$ cat config.mk
export PLATFORM = sky130hd
export DESIGN_NAME = rca_seq_adder
export DESIGN_NICKNAME = d
export VERILOG_FILES = /design/src/rtl/rca_seq_adder.sv
export SDC_FILE = /design/constraint.sdc
export NUM_CORES = 1
export LEC_CHECK = 0
export BUFFER_PORTS_ARGS = -buffer_cell sky130_fd_sc_hd__buf_2
export CELL_PAD_IN_SITES_DETAIL_PLACEMENT = 0
export CELL_PAD_IN_SITES_GLOBAL_PLACEMENT = 1
export CORE_MARGIN = 1.5
export CORE_UTILIZATION = 45
export DETAILED_ROUTE_END_ITERATION = 16
export GPL_TIMING_DRIVEN = 0
export PLACE_DENSITY = 0.86
export SETUP_SLACK_MARGIN = 0.05
export SLEW_MARGIN = 25
export SYNTH_ARGS = -nofsm -noshare
export SYNTH_HDL_FRONTEND = slang
export SYNTH_SLANG_ARGS = --single-unit
$ cat constraint.sdc
create_clock -name CLK -period 7.41 [get_ports CLK]
set_input_delay 2.223 -clock CLK [delete_from_list [all_inputs] [get_ports CLK]]
set_output_delay 2.223 -clock CLK [all_outputs]
set_load 0.1 [all_outputs]
$ cat src/rtl/rca_seq_adder.sv
// rca_seq_adder: sequences one K-bit ripple-carry adder over W = K*M bit
// operands, one chunk per cycle from LSB to MSB, with the chunk carry held
// in a register between cycles.
//
// Ports:
//   CLK        clock, rising edge
//   RST        asynchronous active-high reset
//   IN_VALID   operand request
//   IN_READY   operands accepted when high (IDLE only)
//   A, B       W-bit operands, sampled on accept
//   C_IN       carry into chunk 0, sampled on accept
//   OUT_VALID  result available (DONE only)
//   OUT_READY  consumer takes the result
//   SUM        registered result, (A+B+C_IN) mod 2^W
//   C_OUT      final carry out (only when RCA_SEQ_COUT_EN is defined)
//
// Optional feature macro: RCA_SEQ_COUT_EN adds the C_OUT port and register.
module rca_seq_adder #(
    parameter int unsigned K = 4,
    parameter int unsigned M = 4
) (
    input  logic           CLK,
    input  logic           RST,
    input  logic           IN_VALID,
    output logic           IN_READY,
    input  logic [K*M-1:0] A,
    input  logic [K*M-1:0] B,
    input  logic           C_IN,
    output logic           OUT_VALID,
    input  logic           OUT_READY,
`ifdef RCA_SEQ_COUT_EN
    output logic [K*M-1:0] SUM,
    output logic           C_OUT
`else
    output logic [K*M-1:0] SUM
`endif
);

    localparam int unsigned W  = K * M;
    localparam int unsigned CW = (M > 1) ? $clog2(M) : 1;

    typedef enum logic [1:0] {
        IDLE = 2'd0,
        RUN  = 2'd1,
        DONE = 2'd2
    } state_t;

    state_t          state_q;
    logic [W-1:0]    a_q;
    logic [W-1:0]    b_q;
    logic [W-1:0]    sum_q;
    logic            carry_q;
    logic [CW-1:0]   cnt_q;
    logic [K-1:0]    a_chunk;
    logic [K-1:0]    b_chunk;
    logic [K:0]      add_d;
`ifdef RCA_SEQ_COUT_EN
    logic            cout_q;
`endif

    // The single narrow adder: zero-extended chunks plus the registered carry.
    always_comb begin
        a_chunk = a_q[cnt_q*K +: K];
        b_chunk = b_q[cnt_q*K +: K];
        add_d   = {1'b0, a_chunk} + {1'b0, b_chunk} + {{K{1'b0}}, carry_q};
    end

    // Handshake flags decode straight from the state flops.
    assign IN_READY  = (state_q == IDLE);
    assign OUT_VALID = (state_q == DONE);
    assign SUM       = sum_q;
`ifdef RCA_SEQ_COUT_EN
    assign C_OUT     = cout_q;
`endif

    // Controller and datapath registers.
    always_ff @(posedge CLK or posedge RST) begin
        if (RST) begin
            state_q <= IDLE;
            a_q     <= '0;
            b_q     <= '0;
            sum_q   <= '0;
            carry_q <= 1'b0;
            cnt_q   <= '0;
`ifdef RCA_SEQ_COUT_EN
            cout_q  <= 1'b0;
`endif
        end else begin
            case (state_q)
                IDLE: begin
                    if (IN_VALID) begin
                        a_q     <= A;
                        b_q     <= B;
                        carry_q <= C_IN;
                        cnt_q   <= '0;
                        sum_q   <= '0;
`ifdef RCA_SEQ_COUT_EN
                        cout_q  <= 1'b0;
`endif
                        state_q <= RUN;
                    end
                end
                RUN: begin
                    sum_q[cnt_q*K +: K] <= add_d[K-1:0];
                    carry_q             <= add_d[K];
                    if (cnt_q == CW'(M - 1)) begin
`ifdef RCA_SEQ_COUT_EN
                        cout_q  <= add_d[K];
`endif
                        state_q <= DONE;
                    end else begin
                        cnt_q <= cnt_q + CW'(1);
                    end
                end
                DONE: begin
                    if (OUT_READY) begin
                        state_q <= IDLE;
                    end
                end
                default: state_q <= IDLE;
            endcase
        end
    end

endmodule

==> results of run 1 <==
==> state kept, by name, indices dropped and copies added (netlist names) <==
signal and flops:
SUM 16, state_q 2, b_q 16, carry_q 1, cnt_q 2, a_q 16
==> through the flow <==
step | setup slack [ns] | hold WS [ns]
2_1_floorplan | 3.25 | 0.452
3_3_place_gp | 3.27 | 0.461
3_5_place_dp | 3.88 | 0.473
4_1_cts | 3.53 | 0.496
5_1_grt | 3.39 | 0.510
6_report | 3.53 | 0.491
==> layer usage <==
layer	GRT usage (%)	routed length [µm]	share of wire, %
met1	24.4	2210	49
met3	4.17	246	5.4
met5	0	0	0
met4	5.09	52	1.1
met2	26.3	2040	45
==> Yosys cell counts <==
master	instances	area share, %
nand2b_1	3	0.76
a21oi_1	3	0.61
mux4_2	8	7.3
ha_1	7	3.5
nor4_2	1	0.51
inv_1	5	0.76
or3_1	2	0.51
nor4_1	2	0.51
buf_6	3	1.4
a22o_1	15	5.3
nand3_1	1	0.20
xor2_1	1	0.35
buf_2	5	1.0
nand2_1	4	0.61
a21o_1	4	1.2
nor2_1	7	1.1
mux2_2	3	1.4
a32o_1	4	1.6
mux2_1	30	14
nor3b_1	1	0.30
nor4b_1	1	0.35
dfrtp_1	53	54
o21ai_0	4	0.81
and2_1	1	0.25
fa_1	2	1.6
a211oi_1	1	0.30
o221a_2	1	0.46
==> how the worst max path moves through the flow <==
stage / end / start / slack [ns]
floorplan: OUT_VALID / state_q[1] / 3.25
global placement: b_q[6] / RST / 3.27
detailed placement: OUT_VALID / state_q[1] / 3.88
CTS: OUT_VALID / state_q[1] / 3.53
global route: OUT_VALID / state_q[1] / 3.39
finish: OUT_VALID / state_q[1] / 3.53
==> logic make-up after synthesis <==
logic type | share of synthesized area (%)
simple gates | 5.06
xor+xnor | 0.354
buf+inv | 3.14
mux | 22.3
flops | 53.6
compound gates | 10.3
fa+ha+maj | 5.16
==> layout make-up <==
cell class	instances	area [µm²]
fill	467	2280
inverter	5	21.3
clock inverter	3	21.3
buffer	8	58.8
timing repair buffer	54	270
multi-input combinational	106	1070
tap	70	87.6
sequential	53	1330
clock buffer	5	68.8
==> impl_metrics.csv, run 1 <==
group,metric,value,unit
status,outcome,"complete, no violations",
worst_hold_path,worstHoldEndpoint,"a_q[9]",
floorplanning,initial_utilization,47.5,%
critical_path,timing.rr.start,"cnt_q[0]",
final_layout,num_antenna_cells,0,
critical_path,regToRegSetupSlack,4.69,ns
clock_tree,clk_pin_slew_worst_paths,0.10,ns
critical_path,reg2reg_depth,6,
drt,wl_per_cell,15.0,µm
drt,vias,1603,
sta,period_needed,3.88,ns
final_layout,drive_gt1_share,35.9,%
clock_tree,cts_tree,"built",
floorplanning,fp.dieW,77.1,µm
final_layout,fin_cells,304,
place,portBuffers,54,
synth,ys_seq_elements,53,
synth,syn_inst,172,
sta,period_share,52.3,%
sta,drv_slew,0,
drt,drc_errors,0,
clock_tree,clock_latency,0.30,ns
sta,setup_viol,0,
final_layout,final_cell_mix,"59 x buf_2, 53 x dfrtp_1, 30 x mux2_1",
critical_path,path_depth,4,
clock_tree,clockBufferDepth,2,
sta,slew_headroom,54.3,%
sta,tightestPinTransition,0.679,ns
place,gp_congestion,0.838,
drt,ant_nets,0,
critical_path,cp_slowest_stage_delay,0.44,ns
critical_path,cpMostUsedCell,"buf_2",
global_route,grt-ovfl-total,0,
sta,rsz0062_at_grt,"no",
synth,syn-num-nets,218,
synth,ys_seq_area_share,53.6,%
critical_path,path_cells,"buf_2 -> inv_1 -> nor2_1 -> buf_2",
clock_tree,cts_resized,0,
drt,routed_wl,4.55,mm
synth,syn_area,2470,µm²
critical_path,critPathTopFamily,"buffers and inverters",
global_route,grt_pass1_vias,1676,
sta,max_freq,258,MHz
critical_path,rr_endpoint,"SUM[10]",
critical_path,crit_arrival,1.65,ns
worst_hold_path,hold_path.class,"reg2reg",
clock_tree,post_cts_buffers,0,
synth,synth_area_per_cell,14.4,µm²
sta,setup_tns,0,ns
sta,skew,0.00438,ns
place,placed_cells,296,
critical_path,start_kind,"flip-flop",
critical_path,critPathMaxFanout,10,
drt,drt_iter0_markers,87,
clock_tree,clock-sinks,53,
final_layout,design_area,2920,µm²
global_route,antenna_found_initial,0,
critical_path,slowest_stage,"dfrtp_1",
worst_hold_path,hold_start,"a_q[9]",
place,dp_hpwl,3.46,mm
floorplanning,pin_count,55,
synth,synth.distinct_cells,27,
sta,hold_viol_final,0,
drt,dr.pass1.iters,4,
worst_hold_path,whs_path_depth,1,
floorplanning,rows,26,
drt,detail_route.vias_per_cell,5.27,
critical_path,cp-end-kind,"output port",
final_layout,fin_nets,279,
job,max_cap_viol_count,0,
clock_tree,cts_made_buffers,5,
global_route,grtUsageTotal,17.2,%
final_layout,area.growth.synth_to_final,18.2,%
floorplanning,core_area,5200,µm²
critical_path,worst-path-buf-inv,3,
global_route,grt_max_degree,54,
global_route,grt_pass1_wl,7.96,mm
synth,yosysWarnings,0,
final_layout,post-route-util,56.2,%
clock_tree,cts_htree_levels,2,
clock_tree,cts-root-buf,"clkbuf_8",
critical_path,crit_required,5.19,ns
place,dpl_cell_area,2830,µm²
floorplanning,dieArea,5950,µm²
final_layout,final_common_cell,"buf_2",
clock_tree,ctsHoldBuffers,0,
floorplanning,die_h,77.1,µm
critical_path,critPathKind,"reg2out",
Power of run 1 is not shown: default switching activity piles up to over one toggle a cycle in this logic, so the estimate is an artifact.
==> inputs of run 2 (changes only) <==
--- a/config.mk
+++ b/config.mk
@@ -5,14 +5,15 @@
 export SDC_FILE = /design/constraint.sdc
 export NUM_CORES = 1
 export LEC_CHECK = 0
+export ABC_AREA = 1
 export BUFFER_PORTS_ARGS = -buffer_cell sky130_fd_sc_hd__buf_2
 export CELL_PAD_IN_SITES_DETAIL_PLACEMENT = 0
 export CELL_PAD_IN_SITES_GLOBAL_PLACEMENT = 1
 export CORE_MARGIN = 1.5
-export CORE_UTILIZATION = 45
+export CORE_UTILIZATION = 38
 export DETAILED_ROUTE_END_ITERATION = 16
 export GPL_TIMING_DRIVEN = 0
-export PLACE_DENSITY = 0.86
+export PLACE_DENSITY = 0.8
 export SETUP_SLACK_MARGIN = 0.05
 export SLEW_MARGIN = 25
 export SYNTH_ARGS = -nofsm -noshare
==> constraint.sdc (replaced) <==
create_clock -name CLK -period 3.55 [get_ports CLK]
set_input_delay 1.065 -clock CLK [delete_from_list [all_inputs] [get_ports CLK]]
set_output_delay 1.065 -clock CLK [all_outputs]
set_load 0.1 [all_outputs]
==> run 2 against run 1 <==
  * Worst hold slack lost 0.0075 ns
  * Die area grew 25%
  * Cell count grew 25%
  * Routed wire length grew 23%
  * Worst setup slack lost 2.8 ns
  * Clock skew grew 0.0032 ns
  * Global-route usage shrank 1.2 points
  * Critical path depth grew 5
  * Synthesized area grew 6.5%
  * First-iteration DRC count grew 32%
==> impl_metrics.csv, run 2 <==
group,metric,value,unit
final_layout,fill_cells,669,
critical_path,critPathTopFamily,"adder cells",
clock_tree,clk_pin_slew_worst_paths,0.09,ns
drt,routed_wl,5.57,mm
final_layout,area.growth.synth_to_final,17.4,%
critical_path,cp_slowest_stage_delay,0.59,ns
final_layout,multi_input_area,1180,µm²
drt,drc_errors,0,
global_route,grt_pass1_wl,9.23,mm
floorplanning,initial_utilization,39.0,%
global_route,grt_max_degree,54,
clock_tree,cts_tree,"built",
power_and_ir_drop,power.share.switching,47.9,%
power_and_ir_drop,power,3.35,mW
clock_tree,cts_resized,0,
sta,period_share,80.6,%
sta,max_freq,350,MHz
sta,period_needed,2.86,ns
synth,syn_inst,238,
synth,synth_ff_type,"dfrtp_1",
synth,ys_seq_area_share,50.4,%
job,max_cap_viol_count,0,
critical_path,start_kind,"flip-flop",
synth,synth_area_per_cell,11.1,µm²
floorplanning,pin_count,55,
sta,setup_tns,0,ns
power_and_ir_drop,p_leak,1.60,nW
sta,slew_headroom,56.5,%
drt,dr.pass1.iters,4,
critical_path,worst-path-buf-inv,1,
sta,drv_slew,0,
clock_tree,cts_made_buffers,5,
clock_tree,cts_htree_levels,2,
power_and_ir_drop,p_seq_share,31.1,%
floorplanning,core_area,6760,µm²
sta,setup_viol,0,
global_route,antenna_found_initial,0,
global_route,grt_pass1_vias,1867,
synth,yosysWarnings,0,
sta,tightestPinTransition,0.652,ns
clock_tree,clock-sinks,53,
synth,yosysTopAreaCell,"dfrtp_1",
clock_tree,clock_latency,0.30,ns
place,portBuffers,54,
synth,syn-num-nets,284,
global_route,grtUsageTotal,16.1,%
place,dpl_cell_area,3010,µm²
final_layout,final_common_cell,"buf_2",
drt,detail_route.vias_per_cell,5.02,
synth,synth_edf_count,0,
clock_tree,ctsHoldBuffers,0,
place,dp_hpwl,4.03,mm
synth,synth_compound_area_share,8.13,%
synth,synth_top_family_by_area,"multiplexers",
critical_path,slowest_stage,"dfrtp_1",
clock_tree,clockBufferDepth,2,
critical_path,cp-end-kind,"flip-flop",
final_layout,final_cell_mix,"54 x buf_2, 53 x dfrtp_1, 35 x nand2_1",
synth,synth_most_common_cell,"dfrtp_1",
critical_path,path_cells,"clkinv_1 -> o21ai_0 -> o22ai_1 -> fa_1 -> fa_1 -> xnor2_1 -> nor2_1 -> nand2_1 -> o21ai_0",
power_and_ir_drop,p_sw,1.60,mW
synth,synth.area.mux_share,17.8,%
final_layout,num_antenna_cells,0,
final_layout,drive_gt1_share,35.1,%
sta,rsz0062_at_grt,"no",
sta,skew,0.00762,ns
synth,ys_top_cells_by_count,"53 x dfrtp_1, 35 x nand2_1, 29 x mux2_4",
synth,synthSimpleGateAreaFrac,13.8,%
floorplanning,rows,30,
synth,synth_fa_ha_area_share,4.85,%
drt,vias,1901,
power_and_ir_drop,irDropWorstVdd,0.000501,V
critical_path,critPathMaxFanout,11,
clock_tree,cts-root-buf,"clkbuf_8",
synth,synthTopCellsByArea,"dfrtp_1 50%, mux2_4 17%, nand2_1 5.0%, o21ai_0 4.8%, ha_1 3.3%",
sta,hold_viol_final,0,
place,gp_congestion,0.804,
power_and_ir_drop,powerDensity,1080,nW/µm²
critical_path,crit_arrival,3.08,ns
final_layout,fin_nets,345,
final_layout,design_area,3090,µm²
status,outcome,"complete, no violations",
final_layout,regArea,1330,µm²
synth,ys_seq_elements,53,
synth,synth_top_area_share,50.4,%
synth,async_reset_ff_share,100,%
power_and_ir_drop,clkPwrFrac,10.3,%
drt,ant_nets,0,
drt,drt_iter0_markers,115,
worst_hold_path,hold_path.class,"reg2reg",
final_layout,post-route-util,45.8,%
global_route,grt-ovfl-total,0,
synth,synthXorXnorAreaFrac,0.333,%
floorplanning,dieArea,7440,µm²
critical_path,crit_required,3.77,ns
power_and_ir_drop,comb_power_share,58.7,%
sta,worst_hold_slack,0.483,ns
synth,synth.distinct_cells,27,
critical_path,critPathKind,"reg2reg",
floorplanning,fp.dieW,86.2,µm
power_and_ir_drop,p_int,1.74,mW
floorplanning,die_h,86.2,µm
drt,wl_per_cell,14.7,µm
synth,syn_area,2630,µm²
clock_tree,post_cts_buffers,0,
## run 2: changes by cell type after synthesis, sizes merged, moves of 10 or more
cell,delta
a22o,-15
inv,+10
nand2,+35
nand3,+12
nor2,+15
o21ai,+25
## run 2: layout make-up
type	count	area share [%]
Inverter	17	2.14
Clock buffer	7	2.79
Multi-Input combinational cell	160	38.2
Tap cell	80	3.24
Sequential cell	53	42.9
Timing Repair Buffer	54	8.74
Buffer	8	1.94
## run 2: final timing paths
kind	end	start	slack [ns]	cells after the start
max	SUM[6]	cnt_q[1]	0.69	9
min	SUM[3]	SUM[3]	0.48	2
max reg2reg	SUM[6]	cnt_q[1]	0.69	9
min reg2reg	SUM[3]	SUM[3]	0.48	2
max in group asynchronous	b_q[4]	RST	2.26	2
min in group asynchronous	SUM[1]	RST	0.85	2
## run 2: kinds of logic after synthesis
logic type,count (synthesis)
AOI/OAI and AO/OA,39
and+or+nand+nor,79
muxes,32
buffers and inverters,25
adders and majority gates,9
DFF,53
xor gates and xnor gates,1
## run 2: layer usage
layer	GRT usage (%)	wire length [µm]	vias to the layer above	part of all wire [%]
li1	-	-	927	-
met1	22.2	2700	914	48
met2	26.0	2570	54	46
met3	3.52	240	6	4.3
met4	3.96	62	0	1.1
met5	0	0	-	0
## run 2: power groups by stage
stage / registers (mW) / logic, mW / clock network, mW
after global routing: 1.07 / 2.16 / 0.375
after CTS: 1.04 / 1.98 / 0.349
after detailed placement: 1.05 / 1.97 / 0
final: 1.04 / 1.96 / 0.344
after floorplan: 1.33 / 1.25 / 0
after global placement: 1.04 / 1.94 / 0
## run 2: worst min-delay path, stage by stage, from the launching register on
cell and delay [ns]:
dfrtp_1 0.35, nand2_1 0.05, nand2_1 0.05
## run 2: stage by stage
step / worst slack [ns] / instances
after CTS: 0.727 / 379
after floorplan: 0.760 / 238
after global routing: 0.503 / 379
final: 0.690 / 379
after global placement: 0.570 / 372
after detailed placement: 0.769 / 372
Power figures use the tool's default switching activity.
